===== src/rtl/pool_pkg.sv =====
// Shared definitions for the 2x2, stride-2 max-pool sequencer.
//
// Contents:
//   pool_state_t     controller states
//   max1()           clamps a width to at least one bit
//   calc_next_size() output map edge length N for a stride-2 pool
//   calc_groups()    number of IFM groups (passes) per frame
//   calc_sel_width() width of the group-slot select
package pool_pkg;

    typedef enum logic [2:0] {
        IDLE      = 3'd0,
        WAIT_NEXT = 3'd1,
        READ      = 3'd2,
        DRAIN     = 3'd3,
        NOTIFY    = 3'd4
    } pool_state_t;

    function automatic int max1(input int value);
        return (value < 1) ? 1 : value;
    endfunction

    function automatic int calc_next_size(input int ifm_size, input int kernel_size);
        return (ifm_size - kernel_size) / 2 + 1;
    endfunction

    function automatic int calc_groups(input int ifm_depth, input int units);
        return (ifm_depth + units - 1) / units;
    endfunction

    function automatic int calc_sel_width(input int groups);
        return max1($clog2(groups));
    endfunction

endpackage


===== src/rtl/poolb_scan_counter.sv =====
// Scan counters for one pooling pass.
//
// Walks col 0..2N-1 (inner) and row-pair 0..N-1 (outer), one position per
// step, and counts the output window index 0..N*N-1. The window index moves
// on after each odd column, so while an odd column is being read it holds
// the index of the window that column completes. Everything wraps to zero
// after the final position.
//
// Ports:
//   clk, reset     clock, asynchronous active-low reset
//   clear          force all counters to zero
//   step           advance one scan position
//   col            current column (0..2N-1)
//   row_pair       current row pair (0..N-1)
//   idx            output window index of the current position
//   col_last       col is at 2N-1
//   row_last       row_pair is at N-1
module poolb_scan_counter
    import pool_pkg::*;
#(
    parameter int N = 5,
    localparam int COL_W = max1($clog2(2 * N)),
    localparam int ROW_W = max1($clog2(N)),
    localparam int IDX_W = max1($clog2(N * N))
) (
    input  logic             clk,
    input  logic             reset,
    input  logic             clear,
    input  logic             step,
    output logic [COL_W-1:0] col,
    output logic [ROW_W-1:0] row_pair,
    output logic [IDX_W-1:0] idx,
    output logic             col_last,
    output logic             row_last
);

    assign col_last = (col == COL_W'(2 * N - 1));
    assign row_last = (row_pair == ROW_W'(N - 1));

    always_ff @(posedge clk or negedge reset) begin
        if (!reset) begin
            col      <= '0;
            row_pair <= '0;
            idx      <= '0;
        end else if (clear) begin
            col      <= '0;
            row_pair <= '0;
            idx      <= '0;
        end else if (step) begin
            if (col_last) begin
                col      <= '0;
                row_pair <= row_last ? '0 : row_pair + ROW_W'(1);
            end else begin
                col <= col + COL_W'(1);
            end
            // The last column is odd, so the final window wraps here too.
            if (col[0]) begin
                idx <= (col_last && row_last) ? '0 : idx + IDX_W'(1);
            end
        end
    end

endmodule


===== src/rtl/poolb_seq_ctrl.sv =====
// Control sequencer for the 2x2, stride-2 max-pool stage.
//
// Reads the even/odd row pair of the current IFM group from a dual-port
// buffer (port A even row, port B odd row), strobes the pool datapath and
// writes one pooled value per window into the next layer's IFM buffer.
// Handshakes with the previous layer (start in, end out) and the next layer
// (start out, end in), and tracks the IFM group when the frame depth spans
// several passes. All outputs are registered.
//
// Ports:
//   clk, reset                    clock, asynchronous active-low reset
//   start_from_previous           pulse: a group is ready in the IFM buffer
//   conv_ready                    level: next layer can accept start
//   end_from_next                 pulse: next layer released its buffer
//   end_to_previous               pulse: current group fully read
//   ifm_enable_read_A/B_current   read enables (always equal)
//   ifm_address_read_A/B_current  even/odd row read addresses
//   fifo_enable                   datapath column-register load
//   pool_enable                   datapath max-of-4 compute
//   ifm_enable_write_next         next-buffer write enable
//   ifm_address_write_next        next-buffer write address
//   ifm_sel_next                  group slot being written
//   start_to_next                 pulse: full frame available downstream
module poolb_seq_ctrl
    import pool_pkg::*;
#(
    parameter int IFM_SIZE        = 10,
    parameter int IFM_DEPTH       = 16,
    parameter int KERNAL_SIZE     = 2,
    parameter int NUMBER_OF_UNITS = 16,
    localparam int IFM_SIZE_NEXT         = calc_next_size(IFM_SIZE, KERNAL_SIZE),
    localparam int GROUPS                = calc_groups(IFM_DEPTH, NUMBER_OF_UNITS),
    localparam int ADDRESS_SIZE_IFM      = $clog2(IFM_SIZE * IFM_SIZE),
    localparam int ADDRESS_SIZE_NEXT_IFM = max1($clog2(IFM_SIZE_NEXT * IFM_SIZE_NEXT)),
    localparam int SEL_WIDTH             = calc_sel_width(GROUPS)
) (
    input  logic                             clk,
    input  logic                             reset,
    input  logic                             start_from_previous,
    input  logic                             conv_ready,
    input  logic                             end_from_next,
    output logic                             end_to_previous,
    output logic                             ifm_enable_read_A_current,
    output logic                             ifm_enable_read_B_current,
    output logic [ADDRESS_SIZE_IFM-1:0]      ifm_address_read_A_current,
    output logic [ADDRESS_SIZE_IFM-1:0]      ifm_address_read_B_current,
    output logic                             fifo_enable,
    output logic                             pool_enable,
    output logic                             ifm_enable_write_next,
    output logic [ADDRESS_SIZE_NEXT_IFM-1:0] ifm_address_write_next,
    output logic [SEL_WIDTH-1:0]             ifm_sel_next,
    output logic                             start_to_next
);

    localparam int N     = IFM_SIZE_NEXT;
    localparam int COL_W = max1($clog2(2 * N));
    localparam int ROW_W = max1($clog2(N));

    pool_state_t state;
    pool_state_t state_next;

    logic                             drain_second;
    logic [SEL_WIDTH-1:0]             group;
    logic                             next_free;
    logic                             free_now;
    logic                             last_group;
    logic                             in_read;
    logic                             scan_last;
    logic                             drain_exit;
    logic                             notify_fire;

    logic [COL_W-1:0]                 col;
    logic [ROW_W-1:0]                 row_pair;
    logic [ADDRESS_SIZE_NEXT_IFM-1:0] idx;
    logic                             col_last;
    logic                             row_last;

    int                               addr_a_calc;
    int                               addr_b_calc;

    // Stage 1 of the strobe delay line: the read just issued.
    logic                             rd_odd;
    logic [ADDRESS_SIZE_NEXT_IFM-1:0] rd_idx;
    // Stage 2: the window being pooled this cycle.
    logic [ADDRESS_SIZE_NEXT_IFM-1:0] pool_idx;

    poolb_scan_counter #(
        .N (N)
    ) u_scan (
        .clk      (clk),
        .reset    (reset),
        .clear    (!in_read),
        .step     (in_read),
        .col      (col),
        .row_pair (row_pair),
        .idx      (idx),
        .col_last (col_last),
        .row_last (row_last)
    );

    // An end_from_next arriving this cycle counts as the buffer being free,
    // so a waiting group starts without an extra cycle of latency.
    assign free_now   = next_free || end_from_next;
    assign last_group = (group == SEL_WIDTH'(GROUPS - 1));
    assign in_read    = (state == READ);
    assign scan_last  = col_last && row_last;

    // Next-state logic. Only the first group of a frame needs the next
    // layer's buffer to be free; later groups land in the same frame.
    always_comb begin
        state_next  = state;
        drain_exit  = 1'b0;
        notify_fire = 1'b0;
        case (state)
            IDLE: begin
                if (start_from_previous) begin
                    if (group != '0 || free_now) begin
                        state_next = READ;
                    end else begin
                        state_next = WAIT_NEXT;
                    end
                end
            end
            WAIT_NEXT: begin
                if (free_now) begin
                    state_next = READ;
                end
            end
            READ: begin
                if (scan_last) begin
                    state_next = DRAIN;
                end
            end
            DRAIN: begin
                if (drain_second) begin
                    drain_exit = 1'b1;
                    state_next = last_group ? NOTIFY : IDLE;
                end
            end
            NOTIFY: begin
                if (conv_ready) begin
                    notify_fire = 1'b1;
                    state_next  = IDLE;
                end
            end
            default: state_next = IDLE;
        endcase
    end

    // State register, drain phase, group tracking and the next-buffer flag.
    // A start_to_next in the same cycle as end_from_next leaves the flag
    // cleared.
    always_ff @(posedge clk or negedge reset) begin
        if (!reset) begin
            state        <= IDLE;
            drain_second <= 1'b0;
            group        <= '0;
            next_free    <= 1'b1;
        end else begin
            state        <= state_next;
            drain_second <= (state == DRAIN) && !drain_second;
            if (drain_exit) begin
                group <= last_group ? '0 : group + SEL_WIDTH'(1);
            end
            if (notify_fire) begin
                next_free <= 1'b0;
            end else if (end_from_next) begin
                next_free <= 1'b1;
            end
        end
    end

    always_comb begin
        addr_a_calc = 2 * int'(row_pair) * IFM_SIZE + int'(col);
        addr_b_calc = addr_a_calc + IFM_SIZE;
    end

    // Registered outputs. The IFM buffer returns data one cycle after the
    // read, so the datapath strobes trail the read by one cycle and the
    // write of a completed window trails its odd-column read by two.
    always_ff @(posedge clk or negedge reset) begin
        if (!reset) begin
            ifm_enable_read_A_current  <= 1'b0;
            ifm_enable_read_B_current  <= 1'b0;
            ifm_address_read_A_current <= '0;
            ifm_address_read_B_current <= '0;
            rd_odd                     <= 1'b0;
            rd_idx                     <= '0;
            fifo_enable                <= 1'b0;
            pool_enable                <= 1'b0;
            pool_idx                   <= '0;
            ifm_enable_write_next      <= 1'b0;
            ifm_address_write_next     <= '0;
            ifm_sel_next               <= '0;
            end_to_previous            <= 1'b0;
            start_to_next              <= 1'b0;
        end else begin
            ifm_enable_read_A_current <= in_read;
            ifm_enable_read_B_current <= in_read;
            rd_odd                    <= in_read && col[0];
            if (in_read) begin
                ifm_address_read_A_current <= ADDRESS_SIZE_IFM'(addr_a_calc);
                ifm_address_read_B_current <= ADDRESS_SIZE_IFM'(addr_b_calc);
                rd_idx                     <= idx;
            end

            fifo_enable <= ifm_enable_read_A_current;
            pool_enable <= ifm_enable_read_A_current && rd_odd;
            pool_idx    <= rd_idx;

            ifm_enable_write_next <= pool_enable;
            if (pool_enable) begin
                ifm_address_write_next <= pool_idx;
            end

            ifm_sel_next    <= group;
            end_to_previous <= (state == DRAIN) && !drain_second;
            start_to_next   <= notify_fire;
        end
    end

endmodule


===== config.mk =====
export PLATFORM = sky130hd
export DESIGN_NAME = poolb_seq_ctrl
export DESIGN_NICKNAME = d
export VERILOG_FILES = /design/src/rtl/pool_pkg.sv /design/src/rtl/poolb_scan_counter.sv /design/src/rtl/poolb_seq_ctrl.sv
export SDC_FILE = /design/constraint.sdc
export NUM_CORES = 1
export LEC_CHECK = 0
export CORE_AREA = 2 2 71 73
export DETAILED_ROUTE_END_ITERATION = 8
export DIE_AREA = 0 0 73 75
export GPL_TIMING_DRIVEN = 0
export PLACE_DENSITY_LB_ADDON = 0.08
export SYNTH_ARGS = -nofsm -noshare
export SYNTH_HDL_FRONTEND = slang
export SYNTH_SLANG_ARGS = --single-unit

===== constraint.sdc =====
create_clock -name clk -period 2.23 [get_ports clk]
set_clock_uncertainty 0.05 [all_clocks]
set_input_delay 0.446 -clock clk [delete_from_list [all_inputs] [get_ports clk]]
set_output_delay 0.446 -clock clk [all_outputs]
set_load 0.01 [all_outputs]

==> impl_metrics.py <==
metrics = {
    "run_status": {
        "run_status": "finished with violations",
        "failed_checks": "hold timing",
    },
    "critical_path": {
        "path_buf_inv": 1,
        "timing.critical_path.slowest_stage_cell": "sky130_fd_sc_hd__fa_2",
        "worstSetupStartpointType": "flip-flop",
        "timing.critical_path.required_ns": 2.41,
        "cpLargestDelayFamily": "simple AND/OR/NAND/NOR gates",
        "arrival_ns": 2.30,
        "critical_path.cell_chain": "ha_2 > inv_1 > fa_2 > a21boi_0 > or2_4 > or4_1 > o211ai_1",
        "worst-setup-path-type": "flip-flop to flip-flop",
        "worst_setup_path_end_kind": "flip-flop",
        "path_max_fanout": 3,
        "worst_path_largest_cell_delay_ns": 0.42,
    },
    "routing": {
        "postRouteAntennaNets": 0,
        "viasPerCell": 4.977,
        "routedWlPerCell_um": 12.54,
        "firstDrtPassIters": 4,
        "vias": 1508,
        "drt-initial-drc-count": 120,
        "detail_route.wirelength_um": 3800,
        "detail_route.drc_violations": 0,
    },
    "clock_network": {
        "number_of_sinks_on_the_clock_net": 51,
        "clk_latency_ns": 0.30,
        "cts_buffers": 5,
        "number_of_levels_in_the_clock_h_tree": 2,
        "cts_tree": "yes",
        "clockBufferDepth": 2,
        "hold_buffers": 0,
        "cts.reportedPaths.clkPinSlew_ns": 0.09,
        "clk_root_buffer_cell": "sky130_fd_sc_hd__clkbuf_8",
    },
    "sta": {
        "max_clock_freq_ghz": 0.4722,
        "min_period_over_period_pct": 94.97,
        "hold-worst-slack_ns": -0.003808,
        "final_hold_viol_count": 7,
        "final-setup-viol-count": 0,
        "timing_max_transition_violations_final": 0,
        "period_needed_ns": 2.118,
        "setup_repair_after_global_routing_missed_its_margin": "false",
    },
    "synthesis": {
        "asyncSetResetFlopFracSynth_pct": 100.0,
        "syn-mean-instance-area_um2": 10.64,
        "synthDominantCellAreaShare_pct": 56.79,
        "synth-compound-area-share_pct": 8.631,
        "synth-xor-area-share_pct": 2.783,
        "syn-instance-count": 207,
        "synth-adder-area-share_pct": 6.587,
        "synth.net_count": 223,
        "yosysWarnings": 0,
        "number_of_distinct_library_cells_after_synthesis": 34,
        "dominantRegCellSynth": "sky130_fd_sc_hd__dfrtp_1",
        "synthesized_cell_area_um2": 2203,
        "dominant_combinational_cell_family_by_area_after_synthesis": "simple AND/OR/NAND/NOR gates",
        "synth_mux_area_share_pct": 3.066,
        "synth_seq_area_share_pct": 57.98,
        "synth.ff_latch_count": 51,
        "synth.most_common_cell": "sky130_fd_sc_hd__dfrtp_1",
        "synth_enable_flop_cells": 0,
        "top_cells_by_area_in_the_synthesized_netlist": "sky130_fd_sc_hd__dfrtp_1 (57%), sky130_fd_sc_hd__nand2_1 (7.0%), sky130_fd_sc_hd__ha_1 (5.7%)",
        "basic_gate_share_of_the_synthesized_area_counting_and_or_nand_and_nor_cells_pct": 16.98,
        "post-synth-top-area-cell": "sky130_fd_sc_hd__dfrtp_1",
        "yosys-top-cells-count": "sky130_fd_sc_hd__dfrtp_1 (50), sky130_fd_sc_hd__nand2_1 (41), sky130_fd_sc_hd__nor2_1 (16)",
    },
    "power": {
        "power_per_cell_area_nw_per_um2": 1296,
        "vdd_ir_drop_max_mv": 0.5736,
        "power.total_w": 0.003515,
        "static_leakage_power_nw": 1.269,
    },
    "placement": {
        "hpwlAfterDp_um": 2799,
        "numPlacedInstances": 292,
        "routabilityCongestion": 0.7622,
        "port_buffers": 30,
        "placed_cell_area_um2": 2586,
    },
    "grt": {
        "grt_overflow": 0,
        "maximum_number_of_pins_on_one_net_before_global_route_repair": 37,
        "grt_pass1_wl_um": 6354,
        "vias_in_the_first_global_route": 1339,
        "initial_antenna_violation_count": 0,
        "grt.total_usage_pct": 15.28,
    },
    "layout": {
        "n_antenna_cell": 0,
        "syn2layout_area_growth_pct": 23.06,
        "fill_cells": 399,
        "final_cells": 303,
        "finalNetCount": 264,
        "layout.cell_area.non_filler_um2": 2711,
        "drive_above_1_share_pct": 11.65,
    },
    "floorplanning": {
        "pin_count": 32,
        "core_um2": 4661,
        "row_count": 25,
        "initial_utilization_pct": 47.28,
        "die_area_um2": 5475,
        "die_w_um": 73,
        "floorplan.die.height_um": 75,
    },
    "worst_hold_path": {
        "hold_path.class": "input pin to async pin",
    },
    "run": {
        "timing.max_cap.violations": 0,
    },
}
==> flip-flops by register name (all words and copies together) (netlist names) <==
name                        count
rd_idx                          5
ifm_address_read_A_current      7
u_scan.idx                      5
pool_idx                        5
fifo_enable                     1
end_to_previous                 1
u_scan.row_pair                 3
ifm_enable_write_next           1
next_free                       1
start_to_next                   1
ifm_address_write_next          5
ifm_enable_read_B_current       1
ifm_address_read_B_current      6
pool_enable                     1
rd_odd                          1
u_scan.col                      4
state                           3
==> cell families (layout without fill, tap and decap cells) <==
kind of cell,after synthesis,in the layout
mux,6,6
compound gates,33,33
flops,51,51
simple gates,81,81
buf+inv,17,59
other cells,1,1
xor+xnor,7,7
fa+ha+maj,11,11
==> cells in the final DEF, fill, tap and decap left out, drive strengths merged, types with 2 or more instances in the layout <==
master and count:
dfrtp 50, nand2 41, clkdlybuf4s50 29, nor2 16, o21ai 14, buf 11
a21oi 10, ha 10, inv 10, clkbuf 8, mux2 6, xnor2 4
nand3 4, and3 3, a21o 3, xor2 3, a21boi 3, or3b 2
nor2b 2, nor3 2, and2 2, nand3b 2, or3 2
==> layer usage <==
metal  track usage (%)  wire length [um]  vias to the layer above  share of wire, %
li1                  -                 -                      774                 -
met1             22.52              1976                      699                52
met2             22.12              1645                       26                43
met3             2.811                88                        9               2.3
met4             6.790                90                        0               2.4
met5                 0                 0                        -                 0
==> cell type report <==
| cell class | instances | area (um^2) | share of cell area [%] |
|---|---|---|---|
| Buffer | 9 | 53.80 | 1.984 |
| Clock buffer | 5 | 68.82 | 2.538 |
| Multi-Input combinational cell | 139 | 849.6 | 31.33 |
| Tap cell | 54 | 67.56 | 2.492 |
| Inverter | 8 | 30.03 | 1.108 |
| Timing Repair Buffer | 34 | 337.8 | 12.46 |
| Clock inverter | 3 | 26.28 | 0.9691 |
| Sequential cell | 51 | 1277 | 47.12 |
==> worst paths after layout <==
check	slack, ns	end	cells past startpoint	start
setup / recovery	0.11	ifm_address_read_B_current[6]	7	u_scan.row_pair[0]
min in group clk	0.34	pool_idx[3]	0	rd_idx[3]
max in group asynchronous	1.56	next_free	2	reset
hold reg to reg	0.34	pool_idx[3]	0	rd_idx[3]
setup reg to reg	0.11	ifm_address_read_B_current[6]	7	u_scan.row_pair[0]
hold / removal	-0.004	ifm_address_read_A_current[4]	1	reset
==> report_power, final <==
group | total [W] | internal (W) | switching (W)
sequential | 0.00152 | 0.00129 | 0.000237
clock | 0.000548 | 0.000231 | 0.000317
combinational | 0.00144 | 0.000792 | 0.000651
total | 0.00351 | 0.00231 | 0.00120
==> timing repair <==
item | CTS | global route
gates resized for setup | 1 | 2
pin swaps | 1 | 0
setup endpoints to repair | 1 | 1
setup buffers | 3 | 0
==> per-stage QoR <==
| stage | setup slack, ns | utilization, % | TNS (ns) | hold WS, ns |
|---|---|---|---|---|
| after floorplan | 0.03697 | - | 0 | 0.1004 |
| after global placement | -0.7948 | 55.17 | -39.96 | 0.3090 |
| after detailed placement | -0.07996 | 55.49 | -0.07996 | 0.3159 |
| after CTS | 0.01662 | 58.07 | 0 | 0.003937 |
| after global routing | 0.01257 | 58.17 | 0 | 0.01749 |
| final | 0.1121 | 58.17 | 0 | -0.003808 |
No activity file was read; power rests on OpenSTA's default activity.
